===== config.mk =====
export PLATFORM = sky130hd
export DESIGN_NAME = xram_arbiter
export DESIGN_NICKNAME = d
export VERILOG_FILES = /design/src/rtl/xram_arb_pkg.sv /design/src/rtl/xram_arbiter_rr_pick.sv /design/src/rtl/xram_arbiter.sv
export SDC_FILE = /design/constraint.sdc
export NUM_CORES = 1
export LEC_CHECK = 0
export BUFFER_PORTS_ARGS = -buffer_cell sky130_fd_sc_hd__buf_2
export CAP_MARGIN = 10
export CORE_MARGIN = 2
export CORE_UTILIZATION = 42
export DETAILED_ROUTE_END_ITERATION = 16
export HOLD_SLACK_MARGIN = 0.06
export PLACE_DENSITY_LB_ADDON = 0.12
export SKIP_CTS_REPAIR_TIMING = 1
export SYNTH_ARGS = -nofsm -noshare
export SYNTH_HDL_FRONTEND = slang
export SYNTH_SLANG_ARGS = --single-unit

===== constraint.sdc =====
create_clock -name clk -period 3.75 [get_ports clk]
set_input_delay 0.1875 -clock clk [delete_from_list [all_inputs] [get_ports clk]]
set_output_delay 0.1875 -clock clk [all_outputs]
set_load 0.01 [all_outputs]

===== src/rtl/xram_arb_pkg.sv =====
// Shared types and constants for the XRAM port arbiter.
package xram_arb_pkg;

  localparam int unsigned ADDR_W          = 16;
  localparam int unsigned DATA_W          = 8;
  localparam int unsigned OWNER_W         = 3;
  localparam int unsigned TIMEOUT_DEFAULT = 255;
  localparam int unsigned TMO_CNT_W       = 16;

  localparam logic [DATA_W-1:0] TIMEOUT_DATA = 8'hFF;

  typedef enum logic [1:0] {
    ST_IDLE    = 2'b00,
    ST_BUSY    = 2'b01,
    ST_RELEASE = 2'b10
  } arb_state_e;

  // Next requester index after idx, wrapping at n.
  function automatic logic [OWNER_W-1:0] rr_next(input logic [OWNER_W-1:0] idx,
                                                 input int unsigned n);
    return (32'(idx) == n - 1) ? '0 : idx + OWNER_W'(1);
  endfunction

endpackage


===== src/rtl/xram_arbiter_rr_pick.sv =====
// Combinational round-robin priority encoder: first asserted request at or after rr_ptr_i.
module rr_pick
  import xram_arb_pkg::*;
#(
  parameter int unsigned N_REQ = 3
) (
  input  logic [N_REQ-1:0]   req_i,
  input  logic [OWNER_W-1:0] rr_ptr_i,
  output logic [OWNER_W-1:0] winner_o,
  output logic               any_req_o
);

  logic [2*N_REQ-1:0] req_dbl;
  logic [N_REQ-1:0]   req_rot;
  logic [OWNER_W:0]   idx_sum;
  logic               found;

  // Rotate so bit 0 is the pointer position, then map the first hit back.
  always_comb begin
    req_dbl  = {req_i, req_i};
    req_rot  = N_REQ'(req_dbl >> rr_ptr_i);
    winner_o = '0;
    found    = 1'b0;
    idx_sum  = '0;
    for (int unsigned k = 0; k < N_REQ; k++) begin
      if (!found && req_rot[k]) begin
        found   = 1'b1;
        idx_sum = {1'b0, rr_ptr_i} + (OWNER_W+1)'(k);
        if (idx_sum >= (OWNER_W+1)'(N_REQ)) begin
          idx_sum = idx_sum - (OWNER_W+1)'(N_REQ);
        end
        winner_o = idx_sum[OWNER_W-1:0];
      end
    end
  end

  assign any_req_o = |req_i;

endmodule


===== src/rtl/xram_arbiter.sv =====
// Per-access round-robin arbiter sharing the XRAM port; port 0 is the CPU.
// Optional BUSY watchdog enabled by defining XRAM_ARB_TIMEOUT_EN.
module xram_arbiter
  import xram_arb_pkg::*;
#(
  parameter int unsigned N_REQ          = 3,
  parameter int unsigned TIMEOUT_CYCLES = TIMEOUT_DEFAULT
) (
  input  logic                      clk,
  input  logic                      rst,
  input  logic [N_REQ-1:0]          req_stb,
  input  logic [N_REQ-1:0]          req_wr,
  input  logic [ADDR_W*N_REQ-1:0]   req_addr,
  input  logic [DATA_W*N_REQ-1:0]   req_data_out,
  output logic [N_REQ-1:0]          req_ack,
  output logic [DATA_W-1:0]         req_data_in,
  output logic [ADDR_W-1:0]         xram_addr,
  output logic [DATA_W-1:0]         xram_data_out,
  output logic                      xram_wr,
  output logic                      xram_stb,
  input  logic [DATA_W-1:0]         xram_data_in,
  input  logic                      xram_ack,
  output logic                      arb_busy,
  output logic [OWNER_W-1:0]        arb_owner,
  output logic                      arb_timeout
);

  arb_state_e         state_q, state_d;
  logic [OWNER_W-1:0] grant_q, grant_d;
  logic [OWNER_W-1:0] rr_ptr_q, rr_ptr_d;
  logic [OWNER_W-1:0] winner;
  logic               any_req;
  logic               tmo_fire;

  logic               sel_stb;
  logic               sel_wr;
  logic [ADDR_W-1:0]  sel_addr;
  logic [DATA_W-1:0]  sel_data;
  logic [N_REQ-1:0]   grant_oh;

  rr_pick #(.N_REQ(N_REQ)) u_rr_pick (
    .req_i     (req_stb),
    .rr_ptr_i  (rr_ptr_q),
    .winner_o  (winner),
    .any_req_o (any_req)
  );

  // Granted requester's bus fields.
  always_comb begin
    sel_stb  = 1'b0;
    sel_wr   = 1'b0;
    sel_addr = '0;
    sel_data = '0;
    grant_oh = '0;
    for (int unsigned i = 0; i < N_REQ; i++) begin
      if (grant_q == OWNER_W'(i)) begin
        sel_stb     = req_stb[i];
        sel_wr      = req_wr[i];
        sel_addr    = req_addr[i*ADDR_W +: ADDR_W];
        sel_data    = req_data_out[i*DATA_W +: DATA_W];
        grant_oh[i] = 1'b1;
      end
    end
  end

`ifdef XRAM_ARB_TIMEOUT_EN
  logic [TMO_CNT_W-1:0] tmo_cnt_q, tmo_cnt_d;
  logic                 timeout_q;

  // Counter is held at zero outside BUSY, so it is clear on every BUSY entry.
  always_comb begin
    tmo_fire  = (state_q == ST_BUSY) && !xram_ack &&
                (tmo_cnt_q == TMO_CNT_W'(TIMEOUT_CYCLES - 1));
    tmo_cnt_d = (state_q == ST_BUSY) ? tmo_cnt_q + TMO_CNT_W'(1) : '0;
  end

  always_ff @(posedge clk) begin
    if (rst) begin
      tmo_cnt_q <= '0;
      timeout_q <= 1'b0;
    end else begin
      tmo_cnt_q <= tmo_cnt_d;
      timeout_q <= timeout_q | tmo_fire;
    end
  end

  assign arb_timeout = timeout_q;
`else
  logic unused_timeout_cfg;

  assign tmo_fire           = 1'b0;
  assign arb_timeout        = 1'b0;
  assign unused_timeout_cfg = ^TMO_CNT_W'(TIMEOUT_CYCLES);
`endif

  always_ff @(posedge clk) begin
    if (rst) begin
      state_q  <= ST_IDLE;
      grant_q  <= '0;
      rr_ptr_q <= '0;
    end else begin
      state_q  <= state_d;
      grant_q  <= grant_d;
      rr_ptr_q <= rr_ptr_d;
    end
  end

  // Next state and bus steering; the XRAM side is only driven in BUSY.
  always_comb begin
    state_d       = state_q;
    grant_d       = grant_q;
    rr_ptr_d      = rr_ptr_q;
    xram_stb      = 1'b0;
    xram_wr       = 1'b0;
    xram_addr     = '0;
    xram_data_out = '0;
    req_ack       = '0;
    case (state_q)
      ST_IDLE: begin
        if (any_req) begin
          grant_d = winner;
          state_d = ST_BUSY;
        end
      end
      ST_BUSY: begin
        xram_stb      = sel_stb;
        xram_wr       = sel_wr;
        xram_addr     = sel_addr;
        xram_data_out = sel_data;
        req_ack       = grant_oh & {N_REQ{xram_ack | tmo_fire}};
        if (xram_ack || !sel_stb || tmo_fire) begin
          state_d  = ST_RELEASE;
          rr_ptr_d = rr_next(grant_q, N_REQ);
        end
      end
      ST_RELEASE: state_d = ST_IDLE;
      default:    state_d = ST_IDLE;
    endcase
  end

  assign req_data_in = tmo_fire ? TIMEOUT_DATA : xram_data_in;
  assign arb_busy    = (state_q == ST_BUSY);
  assign arb_owner   = (state_q == ST_IDLE) ? '0 : grant_q;

endmodule


Yosys cells after proc, flatten, opt, wreduce, memory -nomap -nowiden
Index checks and enable logic that the tools add are counted.
{"block": "totals", "regBits": 8, "latch_bits": 0, "mem_bits_rw": 0, "rom_bits": 0, "in_bits": 89, "output_inout_bits": 42, "wordCells": 64, "mem_count": 0}
{"block": "classes", "n_addsub": 6, "multipliers": 0, "div_mod_pow": 0, "order_cmp": 3, "eq_ne": 5, "n_shift": 1, "muxes": 33, "n_bitwise": 1, "reduce_logical": 12}
{"operator": "two-way mux 16 bit", "n": 4}
{"operator": "two-way mux 8 bit", "n": 4}
{"operator": "two-way mux 3 bit", "n": 9}
{"operator": "two-way mux 1 bit", "n": 13}
{"operator": "subtractor 3 x 2 -> 3 bit, second input constant", "n": 3}
{"operator": ">= comparator 4 x 2 -> 1 bit, second input constant", "n": 2}
{"operator": "AND reduction 2 bit", "n": 3}
{"operator": ">> shifter 6 x 3 -> 3 bit", "n": 1}
{"operator": "adder 3 x 1 -> 4 bit, second input constant", "n": 1}
{"operator": "adder 3 x 2 -> 4 bit, second input constant", "n": 1}
{"operator": "two-way mux 2 bit", "n": 2}
{"operator": "case mux 2 bit (2 select lines)", "n": 1}
{"operator": "adder 3 x 1 -> 3 bit, second input constant", "n": 1}
{"operator": "AND 3 bit", "n": 1}
{"operator": "equality test 3 x 1 -> 1 bit, second input constant", "n": 1}
{"operator": "equality test 3 x 2 -> 1 bit, second input constant", "n": 1}
{"operator": ">= comparator 3 x 2 -> 1 bit, second input constant", "n": 1}
{"operator": "logical NOT 1 bit", "n": 3}
{"operator": "logical NOT 3 bit", "n": 1}
{"operator": "OR reduction 3 bit", "n": 1}
{"operator": "equality test 2 x 1 -> 1 bit, second input constant", "n": 1}
{"operator": "logical AND 1 bit", "n": 2}
{"operator": "logical NOT 2 bit", "n": 1}
{"operator": "!= test 2 x 1 -> 1 bit, second input constant", "n": 1}
{"operator": "other kinds (2)", "n": 2}

Logic depth before layout (Yosys ltp)
{"block": "depth", "ltp_word": 8, "ltp_mapped": 8, "ltp_nobuf": 7}

Cells and area by module
From an unflattened synthesis, not the netlist that was laid out.
{"block": "hier_totals", "cells_unflattened": 249, "area_unflattened_um2": 1637.8}
{"module": "xram_arbiter", "instances": 1, "cells_each": 183, "area_per_inst_um2": 1162.4, "seq_area_each_um2": 160.2}
{"module": "rr_pick", "instances": 1, "cells_each": 66, "area_per_inst_um2": 475.5, "seq_area_each_um2": 0.0}

Worst setup path before layout
Ideal clock, no wire load.
{"block": "synth_path", "kind": "register to register", "from": "register rr_ptr_q[1]", "to": "register grant_q[1]", "setup_time_ps": 101, "arrival_ps": 1732, "required_ps": 3649, "slack_ps": 1917, "path_stages_with_launch": 9, "n_path_buf": 1, "synth_period_minus_slack_ps": 1833, "path_cell_list": "dfxtp_1 -> buf_6 -> inv_1 -> ha_1 -> a21boi_0 -> nor2_1 -> a2111oi_0 -> a21oi_1 -> o41ai_1"}
{"block": "synth_between", "elab_chain_cells": 8, "word_cells_on_any_way": 21, "cone_classes": "add/sub: 5; order compare: 3; shift: 1; mux: 8; reduce/logical: 4"}
{"element": "from (decl)", "line": "xram_arbiter.sv:30", "source": "logic [OWNER_W-1:0] rr_ptr_q, rr_ptr_d;"}
{"element": "from (signal assigned)", "line": "xram_arbiter.sv:104", "source": "rr_ptr_q <= rr_ptr_d;"}
{"element": "branches (longest 7 deep; another with adder 3 x 1 -> 4 bit)"}
{"element": "two-way mux 3 bit *", "line": "xram_arbiter_rr_pick.sv:26", "source": "if (!found && req_rot[k]) begin"}
{"element": "to (signal assigned)", "line": "xram_arbiter.sv:103", "source": "grant_q <= grant_d;"}
{"element": "to (decl)", "line": "xram_arbiter.sv:29", "source": "logic [OWNER_W-1:0] grant_q, grant_d;"}
Every way passes the cells marked *.
A chain may end at the register's enable or synchronous reset.

Final worst setup path
{"block": "layout_path", "from": "register grant_q[2]", "to": "output port xram_data_out[7]"}
{"block": "layout_between", "elab_chain_cells": 5, "word_cells_on_any_way": 7, "cone_classes": "eq/ne: 2; mux: 4; reduce/logical: 1"}
{"element": "logical NOT 3 bit", "line": "xram_arbiter.sv:56", "source": "if (grant_q == OWNER_W'(i)) begin"}
{"element": "two-way mux 8 bit (2 in a row)", "line": "xram_arbiter.sv:56"}
{"element": "two-way mux 8 bit *", "line": "xram_arbiter.sv:56"}
{"element": "two-way mux 8 bit *", "line": "xram_arbiter.sv:118", "source": "case (state_q)"}
{"element": "to (decl)", "line": "xram_arbiter.sv:18", "source": "output logic [DATA_W-1:0] xram_data_out,"}
Mark *: on every way between the ends. The rest lies on a longest branch, timed or not.

==> summary.txt <==
Status
  – Status: finished, final reports clean

CTS
  – CTS tree: done
  – Worst-path clk slew: 0.04 ns
  – H-tree levels: 1
  – Worst-skew pair later-pin latency: 0.23 ns
  – Clock sinks: 8
  – CTS Buf Count: 3
  – Clock root buffer: clkbuf_8
  – Clock tree buffer depth: 2

Floorplan
  – Core Rows: 22
  – Die Height: 64.9 um
  – Total core area: 3610 sq um
  – Starting Density: 0.432
  – Top-level I/O count: 131
  – Die area: 4210 sq um
  – Chip width: 64.9 um

Power
  – Switching share of power: 0.465
  – Switch Pwr: 0.316 mW
  – Peak VDD IR: 0.200 mV
  – Internal power: 0.364 mW
  – Pleak: 1.03 nW
  – Pwr Total: 0.680 mW
  – Pwr Density: 328 nW/um^2
  – Seq pwr share: 0.183
  – Power share of the combinational group: 0.664
  – Clock Power Share: 0.153

Place
  – Post-DP Area: 2030 sq um
  – Gpl congestion: 0.817
  – Final HPWL DP: 3.51 mm
  – Port bufs: 113
  – Pre-CTS setup slack: 1.51 ns

Synthesis
  – Top-area cell type share of the netlist area: 0.141
  – Synth Instances: 208
  – Register bit count reported by yosys: 8
  – Mux share of post-synthesis cell area: 0.0394
  – Cell with the most instances after synthesis: a21oi_1
  – Mapped Nets: 305
  – Top cells by area, synth: o221ai_1 14%, nand2b_1 11%, dfxtp_1 10%
  – Syn Std Cell Area: 1560 sq um
  – Unique masters post-synth: 50
  – Yosys warns: 0
  – Synth cell count leaders: 30 x a21oi_1, 28 x nand2b_1, 25 x o221ai_1
  – Primary FF master, synth: dfxtp_1
  – Simple-gate share of the synthesized area: 0.254
  – Main combinational cell family by area after synthesis: compound AO/OA/AOI/OAI gates
  – Synth Area in Compound Gates: 0.394
  – Seq/Total Area, Yosys: 0.103
  – Post-synth EDFFs: 0
  – Post-synth top area cell: o221ai_1
  – Area share of fa/ha/maj cells after synthesis: 0.0643
  – Async S/R FF share, synth: 0
  – XOR/XNOR Fraction of Synth Area: 0.0169
  – Synthesized area per cell: 7.48 sq um

Cells and area
  – Ant diodes: 0
  – Final #Nets: 396
  – Area Overhead vs Synth: 33.1%
  – Layout cell share with drive strength beyond 1: 0.441
  – Fin area: 2070 sq um

STA
  – Pins Over Slew Limit: 0
  – Setup_tns: 0 ns
  – Hold_ws: 0.257 ns
  – Final worst-path cycle share: 0.612
  – Measured slew at the worst slew-check pin: 0.954 ns
  – # setup viols final: 0
  – Final count of hold timing violations: 0
  – Skew final: 0.00322 ns
  – Worst rel slew slack: 0.364
  – Setup WS post-layout: 1.46 ns
  – Fin crit period: 2.29 ns
  – RSZ-0062 raised after global routing: no
  – Max Fclk: 436 MHz

Critical path
  – Worst reg2reg setup slack: 1.48 ns
  – Critical Path AT: 2.11 ns
  – Worst R2R Start: rr_ptr_q[1]
  – Startpoint types: flip-flop
  – CP max FO: 27
  – Crit. Startpoint: grant_q[2]
  – Critical path class: reg2out
  – Crit end category: output pin
  – Worst EP required: 3.56 ns

Drt
  – Via Count: 1882
  – Drt drc: 0
  – Drt first pass iters: 4
  – 1st-iter DRT viols: 88
  – Average wire per standard cell: 13.8 um
  – Final wirelength: 4.76 mm
  – Vias/cell: 5.46
  – Routed Antenna Nets: 0

Global route
  – Antenna violations before repair: 0
  – Pin count of the biggest net entering global routing: 33
  – GRT Total Usage: 0.216
  – Vias in the first global route: 1688
  – Grt ovf: 0
  – First-pass GRT wire length: 7.49 mm

Job
  – Max cap viols: 0

Hold path
  – Min-delay worst type: in2reg
  – Hold path start: rst
-- layout make-up --
type	count	area (sq um)
tap	48	60.1
sequential	8	160
timing repair buffer	116	588
inverter	6	22.5
fill	350	1530
clock buffer	3	41.3
multi-input combinational	164	1200
-- state kept, by name (all words and copies together), names as in the netlist --
signal and flops:
grant_q 3, rr_ptr_q 3, state_q 2
-- placed cells by master (no fill, tap or decap), types with 2 or more instances in the layout --
cell	netlist	layout
mux2i_1	5	5
and4bb_2	2	2
a211oi_1	3	3
o31ai_1	2	2
nand2_1	8	8
nor3_1	2	2
buf_4	12	3
nor4b_1	2	2
clkbuf_8	0	3
inv_1	6	6
o221ai_1	25	25
buf_2	1	113
xnor2_1	2	2
nor2b_1	5	5
nor2_1	12	12
ha_1	8	8
dfxtp_1	8	8
o41ai_1	2	2
a21oi_1	30	30
nand2b_1	28	28
-- path summary, 6_finish.rpt --
check	end	cells after the start
max	xram_data_out[7]	4
max reg2reg	grant_q[1]	7
min	grant_q[2]	2
min reg2reg	grant_q[2]	2
-- cell families after synthesis --
logic type / Yosys count
and+or+nand+nor: 67
xor gates and xnor gates: 3
adders and majority gates: 8
muxes: 6
DFF: 8
AOI/OAI and AO/OA: 79
buffers and inverters: 36
other: 1
-- metal layers --
layer | part of all wire | vias to the layer above | GRT usage
met5 | 0 | - | 0
met4 | 0.0078 | 0 | 0.0532
met3 | 0.082 | 5 | 0.0382
met2 | 0.46 | 78 | 0.376
met1 | 0.45 | 841 | 0.274
li1 | - | 958 | -
-- power groups by stage --
stage / Combinational (mW) / Sequential (mW) / Clock (mW)
floorplan: 0.340 / 0.113 / 0
global placement: 0.450 / 0.125 / 0
detailed placement: 0.451 / 0.126 / 0
CTS: 0.453 / 0.124 / 0.106
global route: 0.504 / 0.128 / 0.111
finish: 0.451 / 0.124 / 0.104
-- worst max-delay path, cell delays in order, from the launching register on --
cell and delay (ns):
dfxtp_1 0.48, nand2b_1 0.79, o221ai_1 0.25, a21oi_1 0.19, buf_2 0.16
-- stage by stage --
step | utilization | cells
2_1_floorplan | - | 208
3_3_place_gp | 0.563 | 342
3_5_place_dp | 0.563 | 342
4_1_cts | 0.575 | 345
5_1_grt | 0.575 | 345
6_report | 0.575 | 345
No activity file was read; power rests on OpenSTA's default activity.
